==> src/rtl/rv32i_types.sv <==
// Shared RV32I core types.
// Data-memory line responder state and address-split constants.
package rv32i_types;

  typedef enum logic [1:0] {
    IDLE,
    WB,
    FILL,
    RESP
  } dmem_state_t;

  localparam int LINE_OFFSET_BITS = 5;
  localparam int BEAT_SEL_LSB     = 3;

endpackage

==> src/rtl/dmem_line_responder_store.sv <==
// Single-line data store: 256-bit line plus tag/valid/dirty.
// Beat-wide fill/read for bursts, word-wide masked write/read for the CPU.
module dmem_line_store
  import rv32i_types::*;
#(
  parameter int width      = 32,
  parameter int PMEM_WIDTH = 64,
  parameter int BEATS      = 4,
  localparam int CW        = $clog2(BEATS),
  localparam int TAG_W     = width - LINE_OFFSET_BITS,
  localparam int LANES     = width / 8
) (
  input  logic                  clk,
  input  logic                  rst,
  input  logic                  fill_we,
  input  logic [CW-1:0]         fill_idx,
  input  logic [PMEM_WIDTH-1:0] fill_data,
  input  logic                  word_we,
  input  logic [CW-1:0]         word_idx,
  input  logic                  word_half,
  input  logic [width-1:0]      word_wdata,
  input  logic [LANES-1:0]      word_be,
  input  logic                  set_valid,
  input  logic [TAG_W-1:0]      new_tag,
  input  logic                  clr_dirty,
  input  logic                  set_dirty,
  input  logic [CW-1:0]         beat_idx,
  output logic [PMEM_WIDTH-1:0] beat_rdata,
  output logic [width-1:0]      word_rdata,
  output logic                  valid,
  output logic                  dirty,
  output logic [TAG_W-1:0]      tag
);

  logic [PMEM_WIDTH-1:0] line_q [BEATS];
  logic [PMEM_WIDTH-1:0] word_beat;

  // Line contents survive reset; only the metadata is cleared.
  always_ff @(posedge clk) begin
    if (fill_we) begin
      line_q[fill_idx] <= fill_data;
    end else if (word_we) begin
      for (int k = 0; k < LANES; k++) begin
        if (word_be[k]) begin
          if (word_half)
            line_q[word_idx][width + 8*k +: 8] <= word_wdata[8*k +: 8];
          else
            line_q[word_idx][8*k +: 8] <= word_wdata[8*k +: 8];
        end
      end
    end
  end

  always_ff @(posedge clk or posedge rst) begin
    if (rst) begin
      valid <= 1'b0;
      dirty <= 1'b0;
      tag   <= '0;
    end else begin
      if (set_valid) begin
        valid <= 1'b1;
        tag   <= new_tag;
      end
      if (clr_dirty)
        dirty <= 1'b0;
      else if (set_dirty)
        dirty <= 1'b1;
    end
  end

  assign beat_rdata = line_q[beat_idx];
  assign word_beat  = line_q[word_idx];
  assign word_rdata = word_half ? word_beat[2*width-1:width]
                                : word_beat[width-1:0];

endmodule

==> src/rtl/dmem_line_responder.sv <==
// Data-memory responder for the MEM stage: one-line buffer with
// dirty write-back and 4-beat burst refill toward the pmem arbiter.
module dmem_line_responder
  import rv32i_types::*;
#(
  parameter int width      = 32,
  parameter int PMEM_WIDTH = 64,
  parameter int BEATS      = 4
) (
  input  logic                  clk,
  input  logic                  rst,
  input  logic                  dmem_read_i,
  input  logic                  dmem_write_i,
  input  logic [width-1:0]      dmem_address_i,
  input  logic [width-1:0]      dmem_wdata_i,
  input  logic [3:0]            dmem_byte_en_i,
  output logic [width-1:0]      dmem_rdata_o,
  output logic                  dmem_resp_o,
  output logic                  pmem_read_o,
  output logic                  pmem_write_o,
  output logic [width-1:0]      pmem_address_o,
  output logic [PMEM_WIDTH-1:0] pmem_wdata_o,
  input  logic [PMEM_WIDTH-1:0] pmem_rdata_i,
  input  logic                  pmem_resp_i
);

  localparam int CW    = $clog2(BEATS);
  localparam int TAG_W = width - LINE_OFFSET_BITS;

  dmem_state_t state_q, state_d;
  logic [CW-1:0] cnt_q, cnt_d;

  logic [TAG_W-1:0]      req_tag, tag_q;
  logic [CW-1:0]         req_beat;
  logic                  req_half, req, hit, last;
  logic                  valid_q, dirty_q;
  logic                  fill_we, word_we;
  logic                  set_valid, clr_dirty, set_dirty;
  logic [PMEM_WIDTH-1:0] beat_rdata;
  logic [width-1:0]      word_rdata;
  logic                  addr_unused;

  assign req_tag     = dmem_address_i[width-1:LINE_OFFSET_BITS];
  assign req_beat    = dmem_address_i[BEAT_SEL_LSB +: CW];
  assign req_half    = dmem_address_i[BEAT_SEL_LSB-1];
  assign addr_unused = ^dmem_address_i[BEAT_SEL_LSB-2:0];
  assign req         = dmem_read_i | dmem_write_i;
  assign hit         = valid_q && (tag_q == req_tag);
  assign last        = cnt_q == CW'(BEATS-1);

  always_ff @(posedge clk or posedge rst) begin
    if (rst) begin
      state_q <= IDLE;
      cnt_q   <= '0;
    end else begin
      state_q <= state_d;
      cnt_q   <= cnt_d;
    end
  end

  always_comb begin
    state_d        = state_q;
    cnt_d          = cnt_q;
    fill_we        = 1'b0;
    word_we        = 1'b0;
    set_valid      = 1'b0;
    clr_dirty      = 1'b0;
    set_dirty      = 1'b0;
    dmem_rdata_o   = '0;
    dmem_resp_o    = 1'b0;
    pmem_read_o    = 1'b0;
    pmem_write_o   = 1'b0;
    pmem_address_o = '0;
    pmem_wdata_o   = '0;
    unique case (state_q)
      IDLE: begin
        if (req)
          state_d = hit ? RESP : (dirty_q ? WB : FILL);
      end
      WB: begin
        pmem_write_o   = 1'b1;
        pmem_address_o = {tag_q, {LINE_OFFSET_BITS{1'b0}}};
        pmem_wdata_o   = beat_rdata;
        if (pmem_resp_i) begin
          cnt_d = cnt_q + 1'b1;
          if (last) begin
            clr_dirty = 1'b1;
            cnt_d     = '0;
            state_d   = FILL;
          end
        end
      end
      FILL: begin
        pmem_read_o    = 1'b1;
        pmem_address_o = {req_tag, {LINE_OFFSET_BITS{1'b0}}};
        if (pmem_resp_i) begin
          fill_we = 1'b1;
          cnt_d   = cnt_q + 1'b1;
          if (last) begin
            set_valid = 1'b1;
            cnt_d     = '0;
            state_d   = RESP;
          end
        end
      end
      RESP: begin
        dmem_resp_o = 1'b1;
        state_d     = IDLE;
        // Simultaneous read+write is serviced as a store.
        if (dmem_write_i) begin
          word_we   = 1'b1;
          set_dirty = 1'b1;
        end else begin
          dmem_rdata_o = word_rdata;
        end
      end
      default: state_d = IDLE;
    endcase
  end

  dmem_line_store #(
    .width      (width),
    .PMEM_WIDTH (PMEM_WIDTH),
    .BEATS      (BEATS)
  ) u_store (
    .clk        (clk),
    .rst        (rst),
    .fill_we    (fill_we),
    .fill_idx   (cnt_q),
    .fill_data  (pmem_rdata_i),
    .word_we    (word_we),
    .word_idx   (req_beat),
    .word_half  (req_half),
    .word_wdata (dmem_wdata_i),
    .word_be    (dmem_byte_en_i),
    .set_valid  (set_valid),
    .new_tag    (req_tag),
    .clr_dirty  (clr_dirty),
    .set_dirty  (set_dirty),
    .beat_idx   (cnt_q),
    .beat_rdata (beat_rdata),
    .word_rdata (word_rdata),
    .valid      (valid_q),
    .dirty      (dirty_q),
    .tag        (tag_q)
  );

endmodule
==> config.mk <==
export PLATFORM = sky130hd
export DESIGN_NAME = dmem_line_responder
export DESIGN_NICKNAME = d
export VERILOG_FILES = /design/src/rtl/rv32i_types.sv /design/src/rtl/dmem_line_responder_store.sv /design/src/rtl/dmem_line_responder.sv
export SDC_FILE = /design/constraint.sdc
export NUM_CORES = 1
export LEC_CHECK = 0
export ABC_CLOCK_PERIOD_IN_PS = 2900
export CAP_MARGIN = 30
export CORE_UTILIZATION = 40
export CTS_CLUSTER_SIZE = 8
export DETAILED_ROUTE_END_ITERATION = 6
export PLACE_DENSITY_LB_ADDON = 0.15
export SYNTH_ARGS = -nofsm -noshare
export SYNTH_HDL_FRONTEND = slang
export SYNTH_SLANG_ARGS = --single-unit
==> constraint.sdc <==
create_clock -name clk -period 2.9 [get_ports clk]
set_input_delay 0.435 -clock clk [delete_from_list [all_inputs] [get_ports clk]]
set_output_delay 0.435 -clock clk [all_outputs]
set_load 0.02 [all_outputs]
======== After elaboration in Yosys (flattened, before gate mapping) ========
Memories as Yosys holds them, arrays and structs flattened.
Cells that the tools add are included.
operators by class
  add/sub/neg operators ................... 1
  equal/unequal tests ..................... 10
  muxes and demuxes ....................... 66
  bitwise gates (word level) .............. 1
  reduce and logical (&&, ||, !) cells .... 7
operators by type and width
  operator             number
  $mux 64              2
  $mux 32              3
  $pmux 32 s2          1
  $reduce_or 64->1     1
  $mux 1               49
  $eq 27x27->1         1
  $mux 2               9
  $ne 2x2->1 const B   5
  $mux 8               1
  $pmux 2 s4           1
  $eq 2x2->1 const B   3
  $reduce_and 5->1     1
  $add 2x1->2 const B  1
  $eq 2x1->1 const B   1
  $logic_not 2->1      1
  $reduce_and 2->1     1
  $reduce_bool 2->1    1
  $reduce_or 2->1      1
  $logic_and 1x1->1    1
  $or 1x1->1           1
word-level totals
  register bits ........................... 33
  RAM bits ................................ 256
  input port bits ......................... 137
  output and inout bits ................... 131
  logic and storage cells ................. 91
  memories kept ........................... 1
memory list
  name            depth  width  read ports  clocked after Yosys merged registers in  write ports  line                             text
  u_store.line_q  4      64     2           0                                        1            dmem_line_responder_store.sv:35  logic [PMEM_WIDTH-1:0] line_q [BEATS];

======== Logic depth before layout (Yosys ltp) ========
  depth after elaboration ................. 7
  gate-level depth with buffers ........... 9
  mapped depth without buffers ............ 7

======== Modules after synthesis ========
A second synthesis with hierarchy kept.
unflattened totals
  cell total of the unflattened synthesis .. 884
  area, all modules ....................... 15005.6 um^2
by module, submodules not included
  module               instances  cells each  area an instance (um^2)  seq. area each (um^2)
  dmem_line_store      1          641         13307.8                  8413.1
  dmem_line_responder  1          243         1697.9                   100.1

======== Worst setup path before layout ========
OpenSTA, ideal clock, no wires.
  path kind ............................... register to register
  from .................................... register state_q[0]
  to ...................................... memory u_store.line_q[1][40] (enable)
  setup time .............................. 0.370 ns
  arrival ................................. 1.989 ns
  required time ........................... 2.530 ns
  slack ................................... 0.541 ns
  stages on the path, launching flop included .. 10
  path buffers ............................ 2
  clock period less this slack ............ 2.359 ns
  cell sequence ........................... dfrtp_1 -> inv_1 -> ha_1 -> and2_4 -> buf_6 -> nor3_4 -> buf_6 -> nor3b_2 -> a31oi_4 -> nor2_1
between the ends
  cells in the longest elaborated chain, start to end .. 7
  elaborated cells on any way between the ends .. 33
  those cells by class .................... eq/ne (2); mux (30); reduce/logical (1)
RTL lines
  what                                                      line                                                              text
  from (decl)                                               dmem_line_responder.sv:30                                         dmem_state_t state_q, state_d;
  from (signal assigned)                                    dmem_line_responder.sv:56                                         state_q <= state_d;
  $eq 2x2->1                                                dmem_line_responder.sv:75                                         unique case (state_q)
  $mux 1                                                    dmem_line_responder.sv:75
  $mux 1                                                    dmem_line_responder_store.sv:42                                   end else if (word_we) begin
  $mux 1                                                    dmem_line_responder_store.sv:40                                   if (fill_we) begin
  $mux 1, on equally long branches                          dmem_line_responder_store.sv:48, dmem_line_responder_store.sv:46
  $reduce_or 64->1 (no source line)                         n/a
  $mux 2 (no source line) / $mux 8 (equally long branches)  n/a
  to (decl)                                                 dmem_line_responder_store.sv:35
Several ways; a longest one is shown, not always the timed one.

======== Worst setup path in the final report ========
  from .................................... register cnt_q[0]
  to ...................................... output port pmem_wdata_o[35]
between the ends
  cells in the longest elaborated chain, start to end .. 2
RTL lines
  what                    line                       text
  from (decl)             dmem_line_responder.sv:31  logic [CW-1:0] cnt_q, cnt_d;
  from (signal assigned)  dmem_line_responder.sv:57  cnt_q <= cnt_d;
  $mem_v2 4x64            n/a
  $mux 64                 dmem_line_responder.sv:75
  to (decl)               dmem_line_responder.sv:22  output logic [PMEM_WIDTH-1:0] pmem_wdata_o,
Every way passes these cells.

==> results.md <==
- The run finished with clean final reports.
- The end-of-flow core utilization is 0.539.
- The sort of element at the end of the critical path is an output pin.
- The post-detailed-placement cell area is approximately 0.018 mm^2.
- TritonCTS built the clock tree.
- At the worst endpoint, the required time is 2.47 ns.
- After detailed routing, no signal wire sits above met4.
- In the post-synthesis netlist, the biggest area contributors are edfxtp_1 52%, mux4_2 20%, dfrtp_1 5.6%.
- CTS placed an instance of clkbuf_16 at the clock tree root.
- For this block, the routed nets add up to a little under 40000 um of wire.
- The via count of the first global-routing pass is 9926.
- The number of nets in the layout is about 1400.
- The detail route stage leaves a number of antenna-violating nets equal to 0.
- After routing the design area is approximately 0.020 mm^2.
- The final period utilization is 0.960.
- The arrival time reported for the critical path endpoint is about 2.4 ns.
- The power per standard cell area is 917 mW/mm^2.
- The worst hold path belongs to the class in -> async.
- The number of placement rows is 70.
- The number of iterations in the first detailed-routing pass is 4.
- For this run, the top clock speed supported by timing is around 360 MHz.
- The number of diodes is 0.
- The clock latency on the worst-skew pair is between 0.5 and 0.6 ns.
- The filler cells instantiated in the layout total about 3000.
- The complex-gate fraction of the synthesized area is 0.0260.
- The floorplan step set the die height to between 150 and 200 um.
- The cell count after placement is 1708.
- On the final layout, the worst hold slack is approximately 0.40 ns.
- The slew of the pin with the lowest slew margin is around 0.97 ns.
- The total area of sequential cells is roughly 0.0085 mm^2.
- The worst setup path is launched from a flip-flop.
- In the detailed route, the total length drawn on met3 is 2230 um.
- The relative area change from synthesis to final layout is 33.2%.
- The multi-input combinational cells in the finished layout cover a total of 0.00587 mm^2.
- The setup slack of the most critical reg-to-reg path is between 0.3 and 0.4 ns.
- Of all nets on the critical path, the largest fanout is 8.
- The tightest slew margin relative to the limit is 0.349.
- The endpoint of the most critical register-to-register path is u_store.line_q[2][30].
- The share of synthesized area in the top cell type comes to 0.520.
- The number of buffers on the longest clock path is 3.
- In this run, synthesis inferred between 200 and 300 flip-flops with an integrated enable.
- The peak supply drop is 0.453 mV.
- The count of buffers added on input and output ports is between 200 and 300.
- For this run, the register share of the synthesized area comes to 0.576.
- The static leakage is 7.82 nW.
- The register bit total from synthesis is about 290.
- The final sum of negative setup slack is 0 ns.
- The total clock buffers created by CTS is 42.
- The clock tree synthesis step divided the H-tree into 2 levels.
- The largest net degree at the start of global routing is 40.
- The portion of synthesized area spent on multiplexers is 0.238.
- The initial utilization of the core area, before any placement, comes to 0.405.
- In this run the mean area of a mapped cell was 15.1 um^2.
- The first-iteration detailed-routing DRC count is approximately 520.
- Setup violations remaining at the end of the flow were counted as 0.
- By area, the combinational part of the netlist is dominated by multiplexers.
- In the final routing, the length of wire on met1 measures between 15000 and 20000 um.
- The final weighted congestion in routability-driven placement is approximately 0.76.
- The length of routed met2 wiring is about 19000 um.
- The global-route wire length before repair is ~60000 um.
- The number of cells on the worst reg-to-reg path is 8.
- Clock skew on the completed layout was measured at roughly 0.016 ns.
- The final instance count without filler cells is about 1800.
- The synthesized cell area is 0.0148 mm^2.
- The die width is 194 um.
- Hold repair after CTS inserted 0 buffers.
- The number of pins with negative max-slew slack in the final report is 0.
- After synthesis, the netlist uses 39 different library cells.
- In the final layout, the share of cells above drive strength 1 is 0.232.
- Of the total synthesized cell area, the portion taken by AND, OR, NAND and NOR gates is 0.110.
- Of the total synthesized cell area, the portion taken by full adders, half adders and majority gates is 0.00423.
- Across the run, the number of max-cap violations was 0.
- The CTS sink count is between 200 and 300.
- In the routed design, unresolved DRC markers number 0.
- The synthesized design spends more area on one cell type than any other, namely edfxtp_1.
- The die covers 0.0377 mm^2.
- The parity-gate share of the synthesized area counting xor and xnor cells is 0.0160.
- The fraction of registers with async set/reset is 0.114.
- In this run the critical register-to-register path is launched from state_q[0].
- The instance count of the mapped netlist is slightly below 1000.
- The average detailed-routed wire length per instance is between 20 and 25 um.
- The final hold violation count was 0.
- The most frequently used flop master after synthesis is edfxtp_1.
- The global router's overall resource usage is 0.211.
- Clock-pin slew was measured on the worst setup and hold paths at ~0.05 ns.
- The top-level I/O count is ~270.
- The detailed-route vias per instance is approximately 5.4.
- The number of synthesis warnings is 0.
- The placed wire-length estimate after detailed placement is 27000 um.
- Detailed routing inserted a total of 9585 vias.
- In this run the standard cell core region covers 0.0365 mm^2.
- After global routing the overflow that remains totals 0.
- The critical path is of the reg -> out type.
- Setup repair after global routing left no endpoint under its margin.
- The minimum clock period is around 2.8 ns.
- The number of antenna violations at the first check in global routing came to 0.
[metrics by stage]
| stage | worst slack, ns | power [mW] |
|---|---|---|
| after global placement | -0.0539 | 13.7 |
| after detailed placement | -0.0832 | 13.8 |
| after global routing | 0.0142 | 19.0 |
| after CTS | 0.00366 | 18.3 |
| final | 0.117 | 18.0 |
| after floorplan | 0.541 | 10.6 |
[layout by cell type, fill, tap and decap left out, types with 4 or more instances in the layout]
master and count:
a21oi_1 13, a22oi_1 27, a31oi_4 4, and2_1 64, buf_12 19, buf_4 61
clkbuf_1 15, clkbuf_16 45, clkdlybuf4s50_1 165, conb_1 5, dfrtp_1 30, dlygate4sd2_1 63
dlymetal6s2s_1 29, edfxtp_1 256, ha_1 4, inv_1 5, mux2_2 28, mux2i_1 32
mux4_2 128, nand2_1 163, nand4_1 5, nor2_1 67, nor2b_1 27, nor4_1 4
xnor2_1 15, xor2_1 12
[synth_stat cells (13+ instances only)]
library cell    n
edfxtp_1      256
nand2_1       163
mux4_2        128
nor2_1         67
and2_1         64
dfrtp_1        33
mux2i_1        32
mux2_2         28
a22oi_1        27
nor2b_1        27
clkbuf_1       26
buf_2          22
buf_4          16
xnor2_1        15
a21oi_1        13
[flip-flops by register name, indices dropped and copies added (netlist names)]
signal	cells
u_store.line_q	256
u_store.valid	1
cnt_q	2
u_store.dirty	1
state_q	2
u_store.tag	27
[worst max-delay path: stages (launching register included)]
cell and delay (ns):
dfrtp_4 0.49, buf_12 0.15, bufbuf_16 0.28, mux4_2 0.43, and2_1 0.17, dlygate4sd2_1 0.31
[cell families (layout without fill, tap and decap cells)]
logic type                 count (synthesis)  count (layout)
AOI/OAI and AO/OA                         48              48
xor gates and xnor gates                  27              27
adders and majority gates                  5               5
buffers and inverters                     77             410
DFF                                      289             289
muxes                                    188             188
other                                      1               5
and+or+nand+nor                          345             345
[layer usage]
layer,track usage,vias up
li1,-,4365
met1,0.290,4883
met2,0.348,287
met3,0.0400,50
met4,0.0435,0
met5,0.00639,-
[worst max path at each step]
stage / slack, ns / endpoint / startpoint / depth (start not counted)
2_1_floorplan: 0.54 / u_store.line_q[1][40] / state_q[0] / 9
3_3_place_gp: -0.05 / u_store.line_q[2][17] / dmem_byte_en_i[1] / 7
3_5_place_dp: -0.08 / u_store.line_q[2][19] / dmem_byte_en_i[1] / 7
4_1_cts: 0.004 / pmem_wdata_o[60] / cnt_q[0] / 5
5_1_grt: 0.01 / pmem_address_o[27] / state_q[1] / 6
6_report: 0.12 / pmem_wdata_o[35] / cnt_q[0] / 5
[power breakdown]
group	switching, mW	internal (mW)
clock network	1.62	2.77
registers	0.372	5.57
logic	4.05	3.66
[final cells by class]
| class | instances | share of cell area |
|---|---|---|
| timing repair buffer | 343 | 0.178 |
| multi-input combinational | 618 | 0.298 |
| tap | 468 | 0.0297 |
| inverter | 5 | 0.000953 |
| clock buffer | 60 | 0.0601 |
| sequential | 289 | 0.433 |
| clock inverter | 2 | 0.000572 |
[what timing repair did]
item,4_1_cts,5_1_grt
setup endpoints to repair,91,50
endpoints found under the hold margin,0,0
setup buffers,14,0
gates cloned,1,0
resized for setup,69,31
Note: power is estimated with default switching activity, not from simulation.
